<file path="src/rtl/inst_fmt_pkg.sv">
// Instruction format definitions shared by the encoder and decoder.
// Holds field bit positions/widths of the 26-bit instruction word and the
// 2-bit format class carried in opcode[5:4].
package inst_fmt_pkg;

  localparam int unsigned INST_W    = 26;

  localparam int unsigned OPC_W     = 6;
  localparam int unsigned OPC_LSB   = 20;

  localparam int unsigned REG_W     = 5;
  localparam int unsigned RD_LSB    = 15;
  localparam int unsigned RN_LSB    = 10;
  localparam int unsigned RM_LSB    = 5;

  localparam int unsigned IMM10_W   = 10;
  localparam int unsigned IMM10_LSB = 0;

  localparam int unsigned IMM20_W   = 20;
  localparam int unsigned IMM20_LSB = 0;

  // Format class, opcode[5:4]
  typedef enum logic [1:0] {
    CLS_REG_A = 2'b00,
    CLS_REG_B = 2'b01,
    CLS_MEM   = 2'b10,
    CLS_LONG  = 2'b11
  } inst_class_e;

endpackage

</file>
<file path="src/rtl/inst_fifo2.sv">
// Two-entry FIFO built as a head/tail shift pair so the head is always a
// register output.
// Ports: clk, rst (sync, active-high), flush (sync clear), push/din,
//        pop/dout (head), full, empty.
module inst_fifo2 #(
  parameter int unsigned W = 36
) (
  input  logic         clk,
  input  logic         rst,
  input  logic         flush,
  input  logic         push,
  input  logic         pop,
  input  logic [W-1:0] din,
  output logic [W-1:0] dout,
  output logic         full,
  output logic         empty
);

  logic [W-1:0] slot0;
  logic [W-1:0] slot1;
  logic         v0;
  logic         v1;
  logic         push_ok;
  logic         pop_ok;

  // Overflow/underflow requests are dropped rather than corrupting state.
  assign push_ok = push & ~v1;
  assign pop_ok  = pop & v0;

  always_ff @(posedge clk) begin
    if (rst || flush) begin
      slot0 <= '0;
      slot1 <= '0;
      v0    <= 1'b0;
      v1    <= 1'b0;
    end else begin
      case ({push_ok, pop_ok})
        2'b10: begin
          if (!v0) begin
            slot0 <= din;
            v0    <= 1'b1;
          end else begin
            slot1 <= din;
            v1    <= 1'b1;
          end
        end
        2'b01: begin
          slot0 <= slot1;
          v0    <= v1;
          v1    <= 1'b0;
        end
        // push_ok implies one entry here: replace head, occupancy unchanged
        2'b11: slot0 <= din;
        default: ;
      endcase
    end
  end

  assign dout  = slot0;
  assign full  = v1;
  assign empty = ~v0;

endmodule

</file>
<file path="src/rtl/inst_encoder.sv">
// Instruction encoder: packs opcode/register/immediate fields into a 26-bit
// word per the format class, tags it with a sequential word address and
// buffers it for the instruction-memory writer.
// Ports: clk, rst (sync, active-high), start (flush + address restart),
//        in_valid/in_ready + opcode, rd, rn, rm, imm10, imm20 (field bundle),
//        out_valid/out_ready + out_inst, out_addr (encoded word),
//        wrapped (sticky address-counter wrap flag).
module inst_encoder
  import inst_fmt_pkg::*;
#(
  parameter int unsigned ADDR_W = 10
) (
  input  logic                clk,
  input  logic                rst,
  input  logic                start,
  input  logic                in_valid,
  output logic                in_ready,
  input  logic [OPC_W-1:0]    opcode,
  input  logic [REG_W-1:0]    rd,
  input  logic [REG_W-1:0]    rn,
  input  logic [REG_W-1:0]    rm,
  input  logic [IMM10_W-1:0]  imm10,
  input  logic [IMM20_W-1:0]  imm20,
  output logic                out_valid,
  input  logic                out_ready,
  output logic [INST_W-1:0]   out_inst,
  output logic [ADDR_W-1:0]   out_addr,
  output logic                wrapped
);

  localparam int unsigned ENTRY_W = INST_W + ADDR_W;

  inst_class_e         cls;
  logic                variant;
  logic [INST_W-1:0]   enc_inst;
  logic [ADDR_W-1:0]   addr_cnt;
  logic                ready_en;
  logic                push;
  logic                pop;
  logic                full;
  logic                empty;
  logic [ENTRY_W-1:0]  head;

  assign cls     = inst_class_e'(opcode[5:4]);
  assign variant = opcode[3];

  // Field packing; unused fields of a format never reach the word.
  always_comb begin
    enc_inst = '0;
    enc_inst[OPC_LSB +: OPC_W] = opcode;
    case (cls)
      CLS_REG_A, CLS_REG_B: begin
        enc_inst[RD_LSB +: REG_W] = rd;
        enc_inst[RN_LSB +: REG_W] = rn;
        if (variant) enc_inst[IMM10_LSB +: IMM10_W] = imm10;
        else         enc_inst[RM_LSB +: REG_W]      = rm;
      end
      CLS_MEM: begin
        enc_inst[RD_LSB +: REG_W] = rd;
        enc_inst[RN_LSB +: REG_W] = rn;
        if (!variant) enc_inst[IMM10_LSB +: IMM10_W] = imm10;
      end
      CLS_LONG: begin
        if (variant) begin
          enc_inst[IMM20_LSB +: IMM20_W] = imm20;
        end else begin
          enc_inst[RD_LSB +: REG_W]      = rd;
          enc_inst[RN_LSB +: REG_W]      = rn;
          enc_inst[IMM10_LSB +: IMM10_W] = imm10;
        end
      end
      default: ;
    endcase
  end

  // ready_en holds in_ready low for the first cycle after reset.
  assign in_ready = ready_en & ~full & ~start & ~rst;
  assign push     = in_valid & in_ready;
  assign pop      = out_valid & out_ready;

  // Address counter and sticky wrap flag
  always_ff @(posedge clk) begin
    if (rst) begin
      addr_cnt <= '0;
      wrapped  <= 1'b0;
      ready_en <= 1'b0;
    end else begin
      ready_en <= 1'b1;
      if (start) begin
        addr_cnt <= '0;
        wrapped  <= 1'b0;
      end else if (push) begin
        addr_cnt <= addr_cnt + ADDR_W'(1);
        if (addr_cnt == {ADDR_W{1'b1}}) wrapped <= 1'b1;
      end
    end
  end

  inst_fifo2 #(
    .W (ENTRY_W)
  ) u_fifo (
    .clk   (clk),
    .rst   (rst),
    .flush (start),
    .push  (push),
    .pop   (pop),
    .din   ({enc_inst, addr_cnt}),
    .dout  (head),
    .full  (full),
    .empty (empty)
  );

  assign out_valid           = ~empty;
  assign {out_inst, out_addr} = head;

endmodule

</file>
<file path="config.mk">
export PLATFORM = sky130hd
export DESIGN_NAME = inst_encoder
export DESIGN_NICKNAME = d
export VERILOG_FILES = /design/src/rtl/inst_fmt_pkg.sv /design/src/rtl/inst_fifo2.sv /design/src/rtl/inst_encoder.sv
export SDC_FILE = /design/constraint.sdc
export NUM_CORES = 1
export LEC_CHECK = 0
export BUFFER_PORTS_ARGS = -buffer_cell sky130_fd_sc_hd__buf_2
export CAP_MARGIN = 20
export CORE_MARGIN = 5
export CORE_UTILIZATION = 48
export CTS_BUF_LIST = sky130_fd_sc_hd__clkbuf_8
export DETAILED_ROUTE_END_ITERATION = 8
export GPL_ROUTABILITY_DRIVEN = 1
export MAX_ROUTING_LAYER = met4
export PLACE_DENSITY = 0.73
export REMOVE_ABC_BUFFERS = 1
export SYNTH_ARGS = -nofsm -noshare
export SYNTH_HDL_FRONTEND = slang
export SYNTH_SLANG_ARGS = --single-unit
</file>
<file path="constraint.sdc">
create_clock -name clk -period 5.98 [get_ports clk]
set_input_delay 0.299 -clock clk [delete_from_list [all_inputs] [get_ports clk]]
set_output_delay 0.299 -clock clk [all_outputs]
set_load 0.005 [all_outputs]
</file>
Word level (Yosys, flattened, before mapping)

Cells that the tools add are included.

Bits of input ports: 56
Output and inout port bits: 39
Word-level logic and storage cells: 48
Register bits after elaboration: 86

$add $sub $neg: 1
Reduce and logical (&&, ||, !) cells: 10
Equal/unequal tests: 9
Bitwise logic cells: 10
Multiplexer cells: 11

Operator list:

| operator                | number |
|---|---|
| $pmux W36 S3            | 1 |
| $pmux W20 S3            | 1 |
| $mux W36                | 1 |
| $mux W20                | 1 |
| $add A10 B1 Y10 const B | 1 |
| $eq A10 B10 Y1 const B  | 1 |
| $mux W10                | 1 |
| $mux W5                 | 2 |
| $eq A2 B2 Y1 const B    | 4 |
| $reduce_and A2 Y1       | 4 |
| $and A1 B1 Y1           | 7 |
| $eq A2 B1 Y1 const B    | 2 |
| $pmux W1 S2             | 2 |
| $reduce_or A2 Y1        | 2 |
| $not A1 Y1              | 3 |
| $reduce_bool A3 Y1      | 1 |
| $logic_not A2 Y1        | 1 |
| $mux W1                 | 2 |
| $ne A2 B1 Y1 const B    | 1 |
| $ne A2 B2 Y1 const B    | 1 |
| $reduce_bool A2 Y1      | 1 |
| $logic_or A1 B1 Y1      | 1 |

Logic depth before layout (Yosys ltp)

Gate-level depths: netlist of run 1.

Word-level depth: 9
Gate-level depth with buffers: 11
Depth with buffers taken out: 9

Hierarchy

Synthesis of run 1 repeated with hierarchy kept, for this count alone.

Cell total of the unflattened synthesis: 453
Area total of the unflattened synthesis: 4160.2 um^2

By module, submodules not included:

| module       | seq. area each (um^2) | cells each | area an instance (um^2) | times used |
|---|---|---|---|---|
| inst_fifo2   | 1481.4                | 337        | 3199.3                  | 1 |
| inst_encoder | 240.2                 | 116        | 960.9                   | 1 |

Least setup slack after synthesis of run 1

No wires, ideal clock.

Kind: flip-flop to flip-flop
Start point: register u_fifo.v1 (netlist: u_fifo.full)
End point: register u_fifo.slot0[25] (netlist: u_fifo.dout[25])
Buffers on the path: 4
Cell stages (with the launch flop): 11
Arrival time: 2285 ps
Clock period less this slack: 2418 ps
Slack: 3562 ps
Data required time: 5848 ps
Cells stage by stage: dfxtp_1 -> or4b_1 -> buf_6 -> inv_1 -> nand2_1 -> ha_1 -> clkbuf_1 -> clkbuf_1 -> buf_2 -> o211ai_1 -> a21oi_1

Word-level cells in the longest chain between the ends: 9
Elaborated cells on any way between the ends: 13

RTL lines:

| item                                                                | RTL line           | RTL |
|---|---|---|
| start: declaration                                                  | inst_fifo2.sv:22   | `logic v1;` |
| start signal: assignment                                            | inst_fifo2.sv:35   | `v1 <= 1'b0;` |
| start signal: assignment                                            | inst_fifo2.sv:44   | `v1 <= 1'b1;` |
| start signal: assignment                                            | inst_fifo2.sv:50   | `v1 <= 1'b0;` |
| $not A1 Y1 *                                                        | inst_encoder.sv:77 | `assign in_ready = ready_en & ~full & ~start & ~rst;` |
| $and A1 B1 Y1 * (3 in a row)                                        | inst_encoder.sv:77 |  |
| named net in_ready                                                  | inst_encoder.sv:17 | `output logic in_ready,` |
| $and A1 B1 Y1 *                                                     | inst_encoder.sv:78 | `assign push = in_valid & in_ready;` |
| $and A1 B1 Y1 *                                                     | inst_fifo2.sv:27   | `assign push_ok = push & ~v1;` |
| $eq A2 B2 Y1 / $eq A2 B1 Y1 (equally long branches)                 | inst_fifo2.sv:37   | `case ({push_ok, pop_ok})` |
| $ne A2 B2 Y1 (no line) / $reduce_bool A3 Y1 (equally long branches) | --                 |  |
| $reduce_and A2 Y1 (no line)                                         | --                 |  |
| end signal: assignment                                              | inst_fifo2.sv:40   | `slot0 <= din;` |
| end signal: assignment                                              | inst_fifo2.sv:48   | `slot0 <= slot1;` |
| end signal: assignment                                              | inst_fifo2.sv:53   | `2'b11: slot0 <= din;` |
| end: declaration                                                    | inst_fifo2.sv:19   | `logic [W-1:0] slot0;` |

Mark *: on every way through the listed nets, which the timed path passes. The rest lies on a longest branch.
A chain may end at the register's enable or synchronous reset.

Worst setup path after layout of run 1

Start point: register u_fifo.v1 (netlist: u_fifo.full)
End point: register u_fifo.slot1[19]

Word-level cells in the longest chain between the ends: 8

RTL lines:

| item                          | RTL line                             | RTL |
|---|---|---|
| $not A1 Y1 *                  | inst_fifo2.sv:27, inst_encoder.sv:77 |  |
| $and A1 B1 Y1 (3 in a row)    | inst_encoder.sv:77                   |  |
| $and A1 B1 Y1                 | inst_encoder.sv:78                   |  |
| $and A1 B1 Y1 *               | inst_fifo2.sv:27                     |  |
| $eq A2 B2 Y1 *                | inst_fifo2.sv:37                     |  |
| $reduce_and A2 Y1 (no line) * | --                                   |  |
| end signal: assignment        | inst_fifo2.sv:43                     | `slot1 <= din;` |
| end: declaration              | inst_fifo2.sv:20                     | `logic [W-1:0] slot1;` |

Every way passes the cells marked *; elsewhere a longest branch is shown, timed or not.

==> results.md, run 1 <==
* CP peak stage delay at 0.72 ns
* Flops & latches, synth at 86
* Drt first pass iters at 4
* Seq/Total Area, Yosys at 0.4305
* Tightest hold margin at 0.1401 ns
* Nets at 597
* Post-CTS Setup Inserts at 0
* Critical path class: flip-flop to flip-flop
* DR DRC count at 0
* Slowest cell on the critical path: or4b_1
* Via count at 3409
* RSZ-0062 raised after global routing: no
* Initial antenna violation count at 0
* Vias per std cell at 5.285
* First-pass GRT wire length at 14.66 mm
* Area growth from synthesis to layout at 16.30%
* Final setup vio count at 0
* # diodes at 0
* Row cnt at 33
* Number of flops mapped to enable cells by yosys at 0
* Fillcell total at roughly 800
* Dpl hpwl at 6.168 mm
* Initial DRC count at between 150 and 200
* Clock tree buffer depth at 2
* Async SR Flop Fraction at 0
* Worst-path clk slew at approximately 0.070 ns
* VDD IR-drop max at ~0.13 mV
* Post_cts resized at 0
* WL/cell at roughly 14 um
* Initial core utilization at 0.4891
* GRT overflow at 0
* CTS Buf Count at 9
* Fmax at 352.4 MHz
* Number of max-slew violations in the final report at 0
* Vias in the first global route at 3215
* H-tree levels at 3
* Clock Latency Late Sink at ~0.34 ns
* Status: finished, final reports clean
* Worst Path Arrival at a little over 3 ns
* Number of max-cap violations at 0
* Post-synthesis cell count at about 470
* CTS sink count at between 80 and 90
* Pleak at 1.770 nW
* Final wirelength at just over 9 mm
* Post-layout min period at around 2.8 ns
* Mapped Avg Cell Area at between 8 and 9 um^2
* Relative slew slack at 0.3931
* Area of the multi-input gates at 0.002066 mm^2
* Setup TNS at 0 ns
* Layout cells sized above 1 at 0.2574
* Critical Path Start Type: flip-flop
* Setup crit end kind: flip-flop
* Cell Chain, Critical Path: or4b_1 > inv_1 > nand2_1 > inv_1 > ha_1 > nand2_1 > buf_4 > a311o_1 > a21oi_1
* Gpl congestion at 0.7962
* CORE AREA at 0.008175 mm^2
* Setup ws final at 3.142 ns
* DIE AREA at roughly 0.010 mm^2
* Largest net degree at the start of global routing at 50
* Placement Setup Slack at between 2 and 3 ns
* Final Hold Vio Count at 0
* PortBufs at 94
* Main synth FF type: dfxtp_1
* TritonCTS clock tree: built
* Register area at 0.001722 mm^2
* Worst-margin pin slew at 0.9071 ns
* Number of distinct library cells after synthesis at 39
* Die H at between 100 and 150 um
* Area of the mapped netlist at between 0.003 and 0.004 mm^2
* Detail Route Antenna Nets at 0
* Die Wd at 101.3 um
* Final worst-path cycle share at 0.4745
* Crit path required time at about 6.3 ns
* Hold buffer count at CTS at 0
* Hold/Removal Path Class: primary input to flip-flop
* Ports at 95
* Root Driver: clkbuf_8
* Pwr Density at roughly 230 mW/mm^2
* GRT Total Usage at 0.1823
* Worst clock skew at 0.006587 ns
* CP Max Fanout at 33
* Ys Warns at 0
## kinds of logic (layout without fill, tap and decap cells)
logic type / after synthesis / count (layout) / share of synthesized area
xor gates and xnor gates: 8 / 8 / 0.01752
DFF: 86 / 86 / 0.4305
muxes: 26 / 26 / 0.06821
buffers and inverters: 45 / 118 / 0.05350
adders and majority gates: 4 / 4 / 0.01252
and+or+nand+nor: 180 / 180 / 0.2046
AOI/OAI and AO/OA: 118 / 118 / 0.2131
## cells in the final DEF (no fill, tap or decap), drive strengths merged, types with 8 or more instances in the layout
master  synthesis  routed
buf            10      98
nor3           12      12
nand2b         20      20
o211ai         15      15
clkbuf         29      11
nand2          64      64
a311o          10      10
nor2           59      59
dfxtp          86      86
mux2i          16      16
mux2           10      10
a211oi         22      22
o21ai          12      12
inv             6       8
a21oi          49      49
## power by group
group	switching [mW]	internal (mW)	total (mW)
Clock	0.182	0.208	0.391
Sequential	0.00214	0.576	0.579
Combinational	0.0508	0.0367	0.0875
## stage by stage
step / total power, mW / instance area (um^2) / util / instances
after global routing: 1.099 / 4651 / 0.5689 / 645
after detailed placement: 0.6798 / 4434 / 0.5424 / 630
after floorplan: 0.6394 / 3807 / - / 428
after CTS: 1.069 / 4623 / 0.5655 / 644
after global placement: 0.6775 / 4434 / 0.5424 / 630
final: 1.057 / 4651 / 0.5689 / 645
## final timing paths
check	startpoint	endpoint	slack [ns]	cells after the start
max	u_fifo.full	u_fifo.slot1[19]	3.14	9
min	rst	ready_en	0.14	2
max reg2reg	u_fifo.full	u_fifo.slot1[19]	3.14	9
min reg2reg	u_fifo.dout[26]	u_fifo.dout[26]	0.45	2
## routing by layer
metal,GRT usage,vias to the layer above,routed length [um]
met3,0.02686,12,498
met2,0.3023,77,4273
met5,-,-,0
met1,0.2203,1553,4161
met4,0.07771,0,119
li1,-,1767,-
## area by class of cell
class                           instances  area share
Multi-Input combinational cell        336      0.4442
Tap cell                              105     0.02825
Inverter                                6    0.004843
Clock buffer                           11     0.03255
Sequential cell                        86      0.3702
Clock inverter                          3    0.008071
Timing Repair Buffer                   98      0.1119
## critical path, delay by kind of cell (launching register included)
| family | cells | cell delay (ns) |
|---|---|---|
| AND/OR/NAND/NOR | 3 | 1.15 |
| flip-flops | 1 | 0.33 |
| buffers and inverters | 3 | 0.66 |
| AO/OA/AOI/OAI | 2 | 0.44 |
| adder cells (fa/ha/maj) | 1 | 0.16 |
## synth_stat cells, types with 2 or more instances
master	n	area, um^2
nand2b_1	20	125.1
buf_6	5	56.30
nand2_1	64	240.2
inv_1	6	22.52
buf_2	3	15.01
nor3_1	12	60.06
o211ai_1	15	112.6
o21ai_0	11	55.05
dfxtp_1	86	1722
a211oi_2	14	175.2
mux2_2	10	112.6
mux2i_1	16	160.2
nand3_1	5	25.02
nand3b_1	2	15.01
nor2_1	59	221.5
nor2b_1	5	31.28
a32o_1	4	40.04
nand4_1	5	31.28
and2_1	3	18.77
a31oi_1	2	12.51
a21oi_1	49	245.2
a311o_1	10	100.1
xnor2_1	3	26.28
a211oi_1	8	60.06
xor2_1	5	43.79
ha_1	4	50.05
clkbuf_1	29	108.9
## sequential cells by signal (all words and copies together), names as in the netlist
name	flops
u_fifo.dout	36
u_fifo.slot1	36
addr_cnt	10
ready_en	1
u_fifo.full	1
u_fifo.v0	1
wrapped	1
Power figures use the tool's default switching activity.
==> run 2, diff against run 1 <==
- ABC_AREA: unset -> 1
- PLACE_DENSITY: 0.73 -> 0.76
- clock period: 5.98 -> 2.4 ns (I/O delays scaled with it)
==> run 2 against run 1 <==
- synthesized cell count rose by 22%
- flip-flop and latch count did not move
- global-route usage rose by 1.4 points
- cell count rose by 18%
- final area fell by 0.67%
- critical path depth rose by 1
- largest power group unchanged
- highest routed layer unchanged
==> results.md, run 2 <==
* Status: finished, final reports clean
* Area growth from synthesis to layout at 17.69%
* Row cnt at 33 (unchanged)
* CTS Buf Count at 9 (unchanged)
* GRT Total Usage at 0.1960 (+0.01375)
* Most frequent cells in the layout: nand2_1, buf_2, dfxtp_1, nor2_1, o21ai_0
* Relative slew slack at 0.5494 (+0.1563)
* Final worst-path cycle share at 0.8873
* Top-count cell post-synth: nand2_1
* CTS sink count at 86 (unchanged)
* Initial core utilization at 0.4850 (-0.004131)
* Setup TNS at 0 ns (unchanged)
* Post-route cell area at 0.004619 mm^2 (-0.67%)
* GRT overflow at 0 (unchanged)
* Largest net degree at the start of global routing at 81 (+62%)
* RSZ-0062 raised after global routing: no
* PortBufs at 94 (unchanged)
* Critical Path Start Type: primary input
* Hold/Removal Path Class: primary input to flip-flop
* Most used cell, CP: o21ai_0
* Post-synthesis cell count at 569 (+22%)
* Setup ws final at 0.2704 ns (-2.872 ns)
* Vias in the first global route at 3659 (+14%)
* DIE AREA at 0.01009 mm^2 (-1.7%)
* Root Driver: clkbuf_8
* Non-Filler Instances at 759 (+18%)
* Post-layout min period at roughly 2.1 ns
* CP bufs+invs at 4 (+1)
* CP peak stage delay at 0.54 ns (-0.18 ns)
* Async SR Flop Fraction at 0 (unchanged)
* Seq/Total Area, Yosys at 0.4386 (+0.008097)
* Number of distinct library cells after synthesis at 25 (-36%)
* Die H at 100.4 um (-0.84%)
* Clock tree buffer depth at 2 (unchanged)
* Area leader, netlist: dfxtp_1
* CORE AREA at 0.008093 mm^2 (-1.0%)
* Area after DPL at 0.004456 mm^2 (+0.48%)
* Worst Path Arrival at 2.34 ns (-0.76 ns)
* Total power at 2.503 mW (+140%)
* Fmax at between 400 and 500 MHz
* Fillcell total at 799 (+2.2%)
* Final setup vio count at 0 (unchanged)
* Cell Chain, Critical Path: dlygate4sd3_1 > buf_2 > nor2_4 > nand3_1 > buf_4 > ha_1 > inv_1 > o21ai_0 > o21ai_0 > a21oi_1
* Placement Setup Slack at 0.2818 ns (-2.670 ns)
* Worst-path clk slew at 0.08 ns (about the same)
* Via count at 3842 (+13%)
* Placed Instances at 745 (+18%)
* TritonCTS clock tree: built
* Most common cell after layout, fill and taps aside: nand2_1
* Area of the multi-input gates at 0.001838 mm^2 (-11%)
* Layout cells sized above 1 at 0.1896 (-0.06780)
* Area of the mapped netlist at 0.003925 mm^2 (-1.8%)
* Final wirelength at 9.310 mm (+2.9%)
* Number of max-cap violations at 0 (unchanged)
* Setup crit end kind: flip-flop
* Register area at 0.001722 mm^2 (unchanged)
* CP Max Fanout at 21 (-36%)
* Pleak at 2.249 nW (+27%)
* VDD IR-drop max at 0.3131 mV (+140%)
* Initial DRC count at 191 (+10%)
* Ys Warns at 0 (unchanged)
* Dpl hpwl at 6.466 mm (+4.8%)
* # diodes at 0 (unchanged)
* Slowest cell on the critical path: dlygate4sd3_1
* Number of flops mapped to enable cells by yosys at 0 (unchanged)
* Die Wd at 100.4 um (-0.84%)
* Pwr Density at 541.9 mW/mm^2 (+140%)
* Worst-margin pin slew at 0.6759 ns (-0.2312 ns)
* Clock Latency Late Sink at 0.35 ns (about the same)
* Mapped Avg Cell Area at 6.898 um^2 (-19%)
* Top post-synthesis cells by count: nand2_1, dfxtp_1, nor2_1, o21ai_0, inv_1
* Drt first pass iters at 4 (unchanged)
* Finished Core Util at 0.5708 (+0.001939)
* Worst clock skew at 0.01269 ns (+0.006099 ns)
* Main synth FF type: dfxtp_1
* Detail Route Antenna Nets at 0 (unchanged)
* Synth area leaders: dfxtp_1, nand2_1, o21ai_0
* First-pass GRT wire length at 15.94 mm (+8.7%)
* Flops & latches, synth at 86 (unchanged)
* Critical path class: primary input to flip-flop
* WL/cell at 12.27 um (-13%)
* Gpl congestion at 0.8202 (+3.0%)
* Tightest hold margin at 0.04532 ns (-0.09473 ns)
* CP delay by family, top: buffers and inverters
* Nets at 712 (+19%)
* Crit path required time at 2.61 ns (-3.64 ns)
* Final Hold Vio Count at 0 (unchanged)
* Initial antenna violation count at 0 (unchanged)
* H-tree levels at 3 (unchanged)
* Number of max-slew violations in the final report at 0 (unchanged)
* DR DRC count at 0 (unchanged)
* Ports at 95 (unchanged)
* Vias per std cell at 5.062 (-4.2%)
* Post-synth top area share at 0.4386 (+0.008097)
-- run 2: layout make-up --
class / instances / share of cell area
multi-input combinational: 393 / 0.3979
sequential: 86 / 0.3727
timing repair buffer: 103 / 0.1205
inverter: 59 / 0.04794
tap: 105 / 0.02844
clock buffer: 9 / 0.02681
clock inverter: 4 / 0.005688
-- run 2: kinds of logic after synthesis --
| group | Yosys count | share of synthesized area |
|---|---|---|
| flops | 86 | 0.4386 |
| simple gates | 250 | 0.2643 |
| xor+xnor | 2 | 0.004464 |
| compound gates | 137 | 0.1862 |
| buf+inv | 90 | 0.09372 |
| fa+ha+maj | 4 | 0.01275 |
-- run 2: path summary, 6_finish.rpt --
kind	start	to	slack (ns)	depth (start not counted)
max	rst	u_fifo.full	0.27	10
min	opcode[4]	u_fifo.slot1[34]	0.05	3
max reg2reg	ready_en	u_fifo.full	0.28	9
min reg2reg	u_fifo.slot1[1]	u_fifo.slot1[1]	0.49	2
-- run 2: where the power goes --
group	switching (mW)	leakage [nW]	internal [mW]
sequential	0.00678	0.694	1.44
combinational	0.124	1.48	0.0830
clock	0.493	0.0772	0.359
-- run 2: layer usage --
| metal | up-vias | GRT usage | routed length [um] |
|---|---|---|---|
| met5 | - | - | 0 |
| met4 | 0 | 0.06010 | 156 |
| met3 | 20 | 0.04170 | 602 |
| met2 | 125 | 0.3140 | 4286 |
| met1 | 1701 | 0.2487 | 4264 |
| li1 | 1996 | - | - |
-- run 2: worst min-delay path, cell delays in order --
cell and delay, ns:
buf_2 0.08, inv_1 0.05, a21oi_1 0.11
-- run 2: timing repair --
item                                    CTS  global route
hold endpoints to repair                  1             0
endpoints found under the setup margin    0             1
gates resized for setup                   0             1
setup buffers                             0             0
hold buffers                              1             0
